## src/rtl/eco32f_cache_refill_if.sv

```systemverilog
// Wishbone B3 read-burst port between the eco32f cache refill controller
// and the memory bus.
//
// Handshake: the master holds cyc and stb high, with a stable adr/cti/bte,
// for every beat of a burst. A beat completes in the cycle where the slave
// drives ack (data valid on dat_i) or err (beat failed, burst abandoned).
// A cycle with neither ack nor err is a wait state and nothing advances.
interface eco32f_cache_refill_if;
  logic [31:0] wbm_adr_o;
  logic        wbm_cyc_o;
  logic        wbm_stb_o;
  logic        wbm_we_o;
  logic [3:0]  wbm_sel_o;
  logic [2:0]  wbm_cti_o;
  logic [1:0]  wbm_bte_o;
  logic [31:0] wbm_dat_i;
  logic        wbm_ack_i;
  logic        wbm_err_i;

  modport master (
    output wbm_adr_o, wbm_cyc_o, wbm_stb_o, wbm_we_o, wbm_sel_o, wbm_cti_o, wbm_bte_o,
    input  wbm_dat_i, wbm_ack_i, wbm_err_i
  );

  modport slave (
    input  wbm_adr_o, wbm_cyc_o, wbm_stb_o, wbm_we_o, wbm_sel_o, wbm_cti_o, wbm_bte_o,
    output wbm_dat_i, wbm_ack_i, wbm_err_i
  );
endinterface

```

## src/rtl/eco32f_cache_refill.sv

```systemverilog
// eco32f cache refill / flush controller.
// Fetches one cache line as a critical-word-first wrapping Wishbone burst,
// writing each beat into the cache one cycle after its ack, and sweeps all
// sets with invalidating writes on a flush request. It is the only driver
// of the cache write port.
module eco32f_cache_refill #(
  parameter int LINE_WORDS_LOG2 = 3,
  parameter int INDEX_WIDTH     = 7
) (
  input  logic        clk,
  input  logic        rst,
  input  logic        refill_req,
  input  logic [31:0] refill_addr,
  input  logic        flush_req,
  output logic        refill_busy,
  output logic        refill_done,
  output logic        refill_err,
  output logic        crit_valid,
  output logic [31:0] crit_data,
  output logic        flush_done,
  output logic [31:0] cache_waddr,
  output logic [31:0] cache_wdata,
  output logic        cache_we,
  output logic        cache_invalidate,
  output logic [2:0]  state_dbg,
  eco32f_cache_refill_if.master wbm
);

  // Byte-offset bits inside a line, line-address bits above them, and the
  // zero bits above the set index in a flush address.
  localparam int OFF_W = LINE_WORDS_LOG2 + 2;
  localparam int TAG_W = 32 - OFF_W;
  localparam int HI_W  = 32 - INDEX_WIDTH - OFF_W;

  localparam logic [LINE_WORDS_LOG2-1:0] LAST_BEAT  = '1;
  localparam logic [INDEX_WIDTH-1:0]     LAST_INDEX = '1;

  // DRAIN is the cycle after the final ack: bus released, last beat written.
  // INVAL is the cycle after a bus error: the whole line is marked invalid.
  // FDONE carries the flush_done pulse.
  typedef enum logic [2:0] {
    S_IDLE   = 3'd0,
    S_REFILL = 3'd1,
    S_DRAIN  = 3'd2,
    S_INVAL  = 3'd3,
    S_DONE   = 3'd4,
    S_FLUSH  = 3'd5,
    S_FDONE  = 3'd6
  } state_t;

  state_t state;
  state_t state_next;

  logic [TAG_W-1:0]           line_q;      // line address of the miss
  logic [LINE_WORDS_LOG2-1:0] off_q;       // word offset of the current beat
  logic [LINE_WORDS_LOG2-1:0] beat_q;      // beats acked so far
  logic [INDEX_WIDTH-1:0]     idx_q;       // flush sweep set index
  logic                       err_q;       // refill aborted by bus error
  logic                       wr_pend_q;   // acked beat waiting to be written
  logic                       crit_pend_q; // the pending beat is the critical word
  logic [31:0]                wr_addr_q;
  logic [31:0]                wr_data_q;
  logic [31:0]                crit_q;
  logic [31:0]                bus_addr;
  logic                       beat_ok;
  logic                       beat_err;

  // The byte position inside the missing word does not affect a line fill.
  logic unused_addr_bits;
  assign unused_addr_bits = ^refill_addr[1:0];

  // Word address of the current beat: offset wraps inside the line.
  assign bus_addr = {line_q, off_q, 2'b00};

  // ack and err are exclusive on the bus; err wins if both ever appear.
  assign beat_err = (state == S_REFILL) && wbm.wbm_err_i;
  assign beat_ok  = (state == S_REFILL) && wbm.wbm_ack_i && !wbm.wbm_err_i;

  // State register.
  always_ff @(posedge clk or negedge rst) begin
    if (!rst) begin
      state <= S_IDLE;
    end else begin
      state <= state_next;
    end
  end

  // Next-state decode; flush has priority over a simultaneous refill.
  always_comb begin
    state_next = state;
    case (state)
      S_IDLE: begin
        if (flush_req) begin
          state_next = S_FLUSH;
        end else if (refill_req) begin
          state_next = S_REFILL;
        end
      end
      S_REFILL: begin
        if (beat_err) begin
          state_next = S_INVAL;
        end else if (beat_ok && (beat_q == LAST_BEAT)) begin
          state_next = S_DRAIN;
        end
      end
      S_DRAIN: state_next = S_DONE;
      S_INVAL: state_next = S_DONE;
      S_DONE:  state_next = S_IDLE;
      S_FLUSH: begin
        if (idx_q == LAST_INDEX) begin
          state_next = S_FDONE;
        end
      end
      S_FDONE: state_next = S_IDLE;
      default: state_next = S_IDLE;
    endcase
  end

  // Miss address capture, beat/offset counters and flush index.
  always_ff @(posedge clk or negedge rst) begin
    if (!rst) begin
      line_q <= '0;
      off_q  <= '0;
      beat_q <= '0;
      idx_q  <= '0;
      err_q  <= 1'b0;
    end else begin
      case (state)
        S_IDLE: begin
          beat_q <= '0;
          idx_q  <= '0;
          err_q  <= 1'b0;
          if (!flush_req && refill_req) begin
            line_q <= refill_addr[31:OFF_W];
            off_q  <= refill_addr[OFF_W-1:2];
          end
        end
        S_REFILL: begin
          if (beat_err) begin
            err_q <= 1'b1;
          end else if (beat_ok) begin
            off_q  <= off_q + 1'b1;
            beat_q <= beat_q + 1'b1;
          end
        end
        S_FLUSH: idx_q <= idx_q + 1'b1;
        default: ;
      endcase
    end
  end

  // Registered cache write of each acked beat; beat 0 is the critical word.
  always_ff @(posedge clk or negedge rst) begin
    if (!rst) begin
      wr_pend_q   <= 1'b0;
      crit_pend_q <= 1'b0;
      wr_addr_q   <= '0;
      wr_data_q   <= '0;
      crit_q      <= '0;
    end else begin
      wr_pend_q   <= beat_ok;
      crit_pend_q <= beat_ok && (beat_q == '0);
      if (beat_ok) begin
        wr_addr_q <= bus_addr;
        wr_data_q <= wbm.wbm_dat_i;
      end
      if (beat_ok && (beat_q == '0)) begin
        crit_q <= wbm.wbm_dat_i;
      end
    end
  end

  // Bus, cache-port and status outputs, decoded from registers only.
  always_comb begin
    wbm.wbm_cyc_o    = (state == S_REFILL);
    wbm.wbm_stb_o    = (state == S_REFILL);
    wbm.wbm_we_o     = 1'b0;
    wbm.wbm_sel_o    = 4'hf;
    wbm.wbm_bte_o    = 2'b10;
    wbm.wbm_cti_o    = 3'b000;
    wbm.wbm_adr_o    = '0;
    cache_we         = wr_pend_q;
    cache_invalidate = 1'b0;
    cache_waddr      = wr_addr_q;
    cache_wdata      = wr_data_q;
    if (state == S_REFILL) begin
      wbm.wbm_adr_o = bus_addr;
      wbm.wbm_cti_o = (beat_q == LAST_BEAT) ? 3'b111 : 3'b010;
    end
    if (state == S_INVAL) begin
      cache_we         = 1'b1;
      cache_invalidate = 1'b1;
      cache_waddr      = {line_q, {OFF_W{1'b0}}};
      cache_wdata      = '0;
    end
    if (state == S_FLUSH) begin
      cache_we         = 1'b1;
      cache_invalidate = 1'b1;
      cache_waddr      = {{HI_W{1'b0}}, idx_q, {OFF_W{1'b0}}};
      cache_wdata      = '0;
    end
    refill_busy = (state == S_REFILL) || (state == S_DRAIN) || (state == S_INVAL);
    refill_done = (state == S_DONE);
    refill_err  = (state == S_DONE) && err_q;
    flush_done  = (state == S_FDONE);
    crit_valid  = crit_pend_q;
    crit_data   = crit_q;
    state_dbg   = state;
  end

endmodule

```

## src/flat_wrapper.sv

```systemverilog
// flat-port wrapper written by rule: the top's interface ports become plain ports
module eco32f_cache_refill_flat 
#(
  parameter int LINE_WORDS_LOG2 = 3,
  parameter int INDEX_WIDTH     = 7
)
  (clk, rst, refill_req, refill_addr, flush_req, refill_busy, refill_done, refill_err, crit_valid, crit_data, flush_done, cache_waddr, cache_wdata, cache_we, cache_invalidate, state_dbg, wbm_wbm_adr_o, wbm_wbm_cyc_o, wbm_wbm_stb_o, wbm_wbm_we_o, wbm_wbm_sel_o, wbm_wbm_cti_o, wbm_wbm_bte_o, wbm_wbm_dat_i, wbm_wbm_ack_i, wbm_wbm_err_i);
  eco32f_cache_refill_if wbm_i ();
  input  logic clk;
  input  logic rst;
  input  logic refill_req;
  input  logic [31:0] refill_addr;
  input  logic flush_req;
  output logic refill_busy;
  output logic refill_done;
  output logic refill_err;
  output logic crit_valid;
  output logic [31:0] crit_data;
  output logic flush_done;
  output logic [31:0] cache_waddr;
  output logic [31:0] cache_wdata;
  output logic cache_we;
  output logic cache_invalidate;
  output logic [2:0] state_dbg;
  output wire logic [$bits(wbm_i.wbm_adr_o)-1:0] wbm_wbm_adr_o;
  output wire logic [$bits(wbm_i.wbm_cyc_o)-1:0] wbm_wbm_cyc_o;
  output wire logic [$bits(wbm_i.wbm_stb_o)-1:0] wbm_wbm_stb_o;
  output wire logic [$bits(wbm_i.wbm_we_o)-1:0] wbm_wbm_we_o;
  output wire logic [$bits(wbm_i.wbm_sel_o)-1:0] wbm_wbm_sel_o;
  output wire logic [$bits(wbm_i.wbm_cti_o)-1:0] wbm_wbm_cti_o;
  output wire logic [$bits(wbm_i.wbm_bte_o)-1:0] wbm_wbm_bte_o;
  input wire logic [$bits(wbm_i.wbm_dat_i)-1:0] wbm_wbm_dat_i;
  input wire logic [$bits(wbm_i.wbm_ack_i)-1:0] wbm_wbm_ack_i;
  input wire logic [$bits(wbm_i.wbm_err_i)-1:0] wbm_wbm_err_i;
  assign wbm_wbm_adr_o = wbm_i.wbm_adr_o;
  assign wbm_wbm_cyc_o = wbm_i.wbm_cyc_o;
  assign wbm_wbm_stb_o = wbm_i.wbm_stb_o;
  assign wbm_wbm_we_o = wbm_i.wbm_we_o;
  assign wbm_wbm_sel_o = wbm_i.wbm_sel_o;
  assign wbm_wbm_cti_o = wbm_i.wbm_cti_o;
  assign wbm_wbm_bte_o = wbm_i.wbm_bte_o;
  assign wbm_i.wbm_dat_i = wbm_wbm_dat_i;
  assign wbm_i.wbm_ack_i = wbm_wbm_ack_i;
  assign wbm_i.wbm_err_i = wbm_wbm_err_i;
  eco32f_cache_refill #(.LINE_WORDS_LOG2(LINE_WORDS_LOG2), .INDEX_WIDTH(INDEX_WIDTH)) u_core (.clk(clk), .rst(rst), .refill_req(refill_req), .refill_addr(refill_addr), .flush_req(flush_req), .refill_busy(refill_busy), .refill_done(refill_done), .refill_err(refill_err), .crit_valid(crit_valid), .crit_data(crit_data), .flush_done(flush_done), .cache_waddr(cache_waddr), .cache_wdata(cache_wdata), .cache_we(cache_we), .cache_invalidate(cache_invalidate), .state_dbg(state_dbg), .wbm(wbm_i));
endmodule
```

## config.mk

```make
export PLATFORM = sky130hd
export DESIGN_NAME = eco32f_cache_refill_flat
export DESIGN_NICKNAME = d
export VERILOG_FILES = /design/src/rtl/eco32f_cache_refill_if.sv /design/src/rtl/eco32f_cache_refill.sv /design/src/flat_wrapper.sv
export SDC_FILE = /design/constraint.sdc
export NUM_CORES = 1
export LEC_CHECK = 0
export ABC_AREA = 1
export CORE_UTILIZATION = 47
export CTS_BUF_LIST = sky130_fd_sc_hd__clkbuf_4 sky130_fd_sc_hd__clkbuf_8
export DETAILED_ROUTE_END_ITERATION = 8
export PLACE_DENSITY_LB_ADDON = 0.08
export RECOVER_POWER = 50
export SETUP_SLACK_MARGIN = 0.1
export SYNTH_ARGS = -nofsm -noshare
export SYNTH_HDL_FRONTEND = slang
export SYNTH_SLANG_ARGS = --single-unit
```

## constraint.sdc

```tcl
create_clock -name clk -period 1.95 [get_ports clk]
set_input_delay 0.195 -clock clk [delete_from_list [all_inputs] [get_ports clk]]
set_output_delay 0.195 -clock clk [all_outputs]
set_load 0.005 [all_outputs]
```

==> metrics.md <==
| Metric | Value |
|---|---|
| Status | `complete, but fails checks` |
| Failing checks | `setup timing` |
| CTS tree | `built` |
| Drt pass-1 iters | `4` |
| Design area | `approximately 11,000 um^2` |
| Total power | `17.3 mW` |
| Clk buf depth | `2` |
| Cts bufs inserted | `17` |
| Register area share after synthesis | `about 54%` |
| CP Capture Type | `output pin` |
| Final WL | `21,800 um` |
| WP data required | `roughly 1.8 ns` |
| Die area | `roughly 14,000 um^2` |
| Min-delay worst type | `input port to flop` |
| Worst Path Buf+Inv | `5` |
| Non-Filler Instances | `about 1,300` |
| Net Sw Frac | `around two fifths` |
| Detailed-route wire length per cell | `roughly 17 um` |
| CP max-delay cell | `dfrtp_2` |
| Max Clk Rate | `about 470 MHz` |
| Synthesized flop and latch total | `140` |
| Post-synthesis xor/xnor area fraction | `0.268%` |
| Core Area | `~13,000 um^2` |
| Worst path cell trace | `buf_12, nor2_4, buf_6, buf_6, buf_16, nand2_1, a31oi_1, buf_2` |
| Critical path class | `flop to output pin` |
| Arrival @ worst endpoint | `1.92 ns` |
| Hold Fails Final Rpt | `0` |
| Vias in the first global route | `6,214` |
| Sequential Area | `between 3000 and 4000 um^2` |
| Crit-path max FO | `12` |
| RSZ-0062 raised after global routing | `yes` |
| Worst slew pin tran | `1.19 ns` |
| Final Max Tran Viols | `0` |
| Cell internal pwr | `10.5 mW` |
| Initial Util | `roughly half` |
| Most Frequent Cell on Critical Path | `buf_6` |
| YS warnings | `0` |
| Placed Area | `8760 um^2` |
| Compound-cell area share of the yosys netlist | `under 10%` |
| N_diodes | `0` |
| Final Setup Violations | `97` |
| Total track usage | `just under 30%` |
| # Max-Cap Violations | `0` |
| Combinational share of power | `between 50% and 60%` |
| # IOs | `220` |
| Synth Flop Type | `dfrtp_1` |
| Layout cell share with drive strength beyond 1 | `between 30% and 40%` |
| Post-synthesis simple-gate area fraction | `a little over a quarter` |
| EDFF count, synth | `0` |
| Vias | `about 6,500` |
| Die height | `120 um` |
| Final Skew | `between 0.009 and 0.01 ns` |
| Post-route antenna net violation count | `0` |
| Setup slack after layout | `-0.161 ns` |
| Mux share of post-synthesis cell area | `0%` |
| Initial DRC Count | `about 390` |
| Post-Place Setup Slack | `between 0.02 and 0.03 ns` |
| Rel. slew slack | `20.4%` |
| Global-route wire length before repair | `between 30,000 and 40,000 um` |
| Area of the multi-input gates | `3120 um^2` |
| Cell with the most instances after synthesis | `nand2_1` |
| Area contributors post-synth | `dfrtp_1, nand2_1, nor2_1` |
| Startpoint Class | `flop` |
| Die W | `around 120 um` |
| Syn_area_per_cell | `between 7 and 8 um^2` |
| Placed cells | `1,174` |
| Largest net degree at the start of global routing | `93` |
| Buffers on Ports | `a little over 200` |
| Distinct cells, synth | `30` |
| Peak per-stage delay on the critical path | `0.44 ns` |
| Post-route clock period utilization | `108%` |
| Final Util | `between 70% and 80%` |
| Reg power frac | `between 20% and 30%` |
| Htree depth | `4` |
| Sink Count | `140` |
| Final RePlAce weighted congestion | `~0.80` |
| Switching power | `a little under 7 mW` |
| Synth cell count leaders | `nand2_1, dfrtp_1, nor2_1` |
| Synthesized cell area | `6540 um^2` |
| Post-Synthesis Cells | `slightly above 800` |
| Rows | `between 40 and 50` |
| Setup TNS | `-7.03 ns` |
| FFs w/ async S/R, synth | `100%` |
| Congestion Overflow GR | `0` |
| Smallest hold slack | `0.297 ns` |
| Final HPWL DP | `about 11,000 um` |
| Nets | `about 1,200` |
| VDD IR max | `between 0.8 and 0.9 mV` |
| Yosys top cell area share | `between 50% and 60%` |
| Fill cell count | `918` |
| Drt via density | `around 5.1` |
| Pleak | `roughly 5.3 nW` |
| Synth Area in Adders | `0.957%` |
| Main combinational cell family by area after synthesis | `simple AND/OR/NAND/NOR gates` |
| Clock Latency Late Sink | `0.46 ns` |
| PD cells | `between 1500 and 2000 nW/um^2` |
| Crit path time final | `around 2.1 ns` |
| Clk pwr share | `roughly 14%` |
| Synth area leader | `dfrtp_1` |
| P&R area growth vs syn | `62.8%` |
| Root cell of the clock tree | `clkbuf_8` |
| Residual DRC | `0` |
| Initial antenna violation count | `0` |
| Top cell family by delay on the critical path | `buffers and inverters` |
| Reg clk slew, reported paths | `around 0.08 ns` |
placed cells by master (no fill, tap or decap), types with 12 or more instances in the layout:
| cell type | n |
|---|---|
| nand2_1 | 254 |
| dfrtp_1 | 138 |
| clkdlybuf4s50_1 | 89 |
| buf_2 | 83 |
| nor2_1 | 51 |
| a21oi_1 | 48 |
| inv_1 | 46 |
| o21ai_0 | 45 |
| buf_6 | 40 |
| nor2_4 | 34 |
| nand2_4 | 24 |
| buf_4 | 24 |
| nor2_2 | 23 |
| nand2_2 | 23 |
| buf_12 | 20 |
| clkbuf_8 | 19 |
| o21ai_1 | 18 |
| dlygate4sd3_1 | 13 |
| buf_16 | 12 |
logic make-up after synthesis:
family                   count (synthesis)
AO/OA/AOI/OAI                          127
XOR/XNOR                                 2
adder cells (fa/ha/maj)                  5
buffers and inverters                  114
flip-flops                             140
other                                    2
AND/OR/NAND/NOR                        430
flip-flops by register name, indices dropped and copies added (netlist names):
name,count
u_core.crit_valid,1
u_core.wr_addr_q,30
u_core.state_dbg,3
u_core.idx_q,7
u_core.beat_q,3
u_core.line_q,27
u_core.wr_pend_q,1
u_core.err_q,1
u_core.crit_data,32
u_core.wr_data_q,32
u_core.off_q,3
what timing repair did:
| item | in CTS | in global routing |
|---|---|---|
| hold buffers | 1 | 0 |
| pin swaps | 16 | 26 |
| resized for setup | 529 | 161 |
| endpoints found under the hold margin | 43 | 0 |
| setup endpoints to repair | 104 | 165 |
| buffers inserted | 44 | 19 |
| gates cloned | 12 | 5 |
layout make-up:
| cell class | count | share of cell area, % |
|---|---|---|
| multi-input cells | 575 | 29.3 |
| clock inverters | 11 | 1.34 |
| well taps | 176 | 2.07 |
| repair buffers | 304 | 29.2 |
| inverters | 55 | 2.62 |
| flip-flops and latches | 140 | 33.0 |
| clock buffers | 20 | 2.53 |
power groups by stage:
stage | Clock [mW] | Combinational [mW] | Sequential (mW)
2_1_floorplan | 0 | 3.38 | 4.77
3_3_place_gp | 0 | 7.36 | 4.83
3_5_place_dp | 0 | 7.50 | 4.84
4_1_cts | 2.50 | 8.49 | 4.89
5_1_grt | 2.63 | 10.6 | 5.15
6_report | 2.47 | 9.82 | 5.02
routing by layer:
layer / track usage (%) / vias to the layer above / share of wire (%)
li1: - / 3089 / -
met1: 36.0 / 3146 / 40
met2: 49.9 / 204 / 52
met3: 8.46 / 33 / 6.4
met4: 9.69 / 0 / 2.1
met5: 0 / - / 0
worst paths after layout:
kind | cells after the start | to | startpoint | slack, ns
setup / recovery | 8 | cache_waddr[11] | u_core.state_dbg[2]$_DFFE_PN0P_ | -0.16
hold / removal | 3 | u_core.wr_data_q[31]$_DFFE_PN0P_ | wbm_wbm_dat_i[31] | 0.30
setup reg to reg | 8 | u_core.wr_addr_q[26]$_DFFE_PN0P_ | u_core.state_dbg[1]$_DFFE_PN0P_ | 0.01
hold reg to reg | 2 | u_core.crit_data[0]$_DFFE_PN0P_ | u_core.crit_data[0]$_DFFE_PN0P_ | 0.47
max in group asynchronous | 3 | u_core.wr_data_q[6]$_DFFE_PN0P_ | rst | 0.15
min in group asynchronous | 2 | u_core.wr_addr_q[6]$_DFFE_PN0P_ | rst | 0.51
worst reg2reg max path, cell delays in order (launching register included):
cell and delay (ns):
dfrtp_2 0.49, buf_6 0.16, nor2_4 0.17, clkbuf_1 0.17, buf_8 0.14, nand3_4 0.14
buf_16 0.26, nand2_1 0.19, o21ai_0 0.09
(Power assumes the default switching activity.)
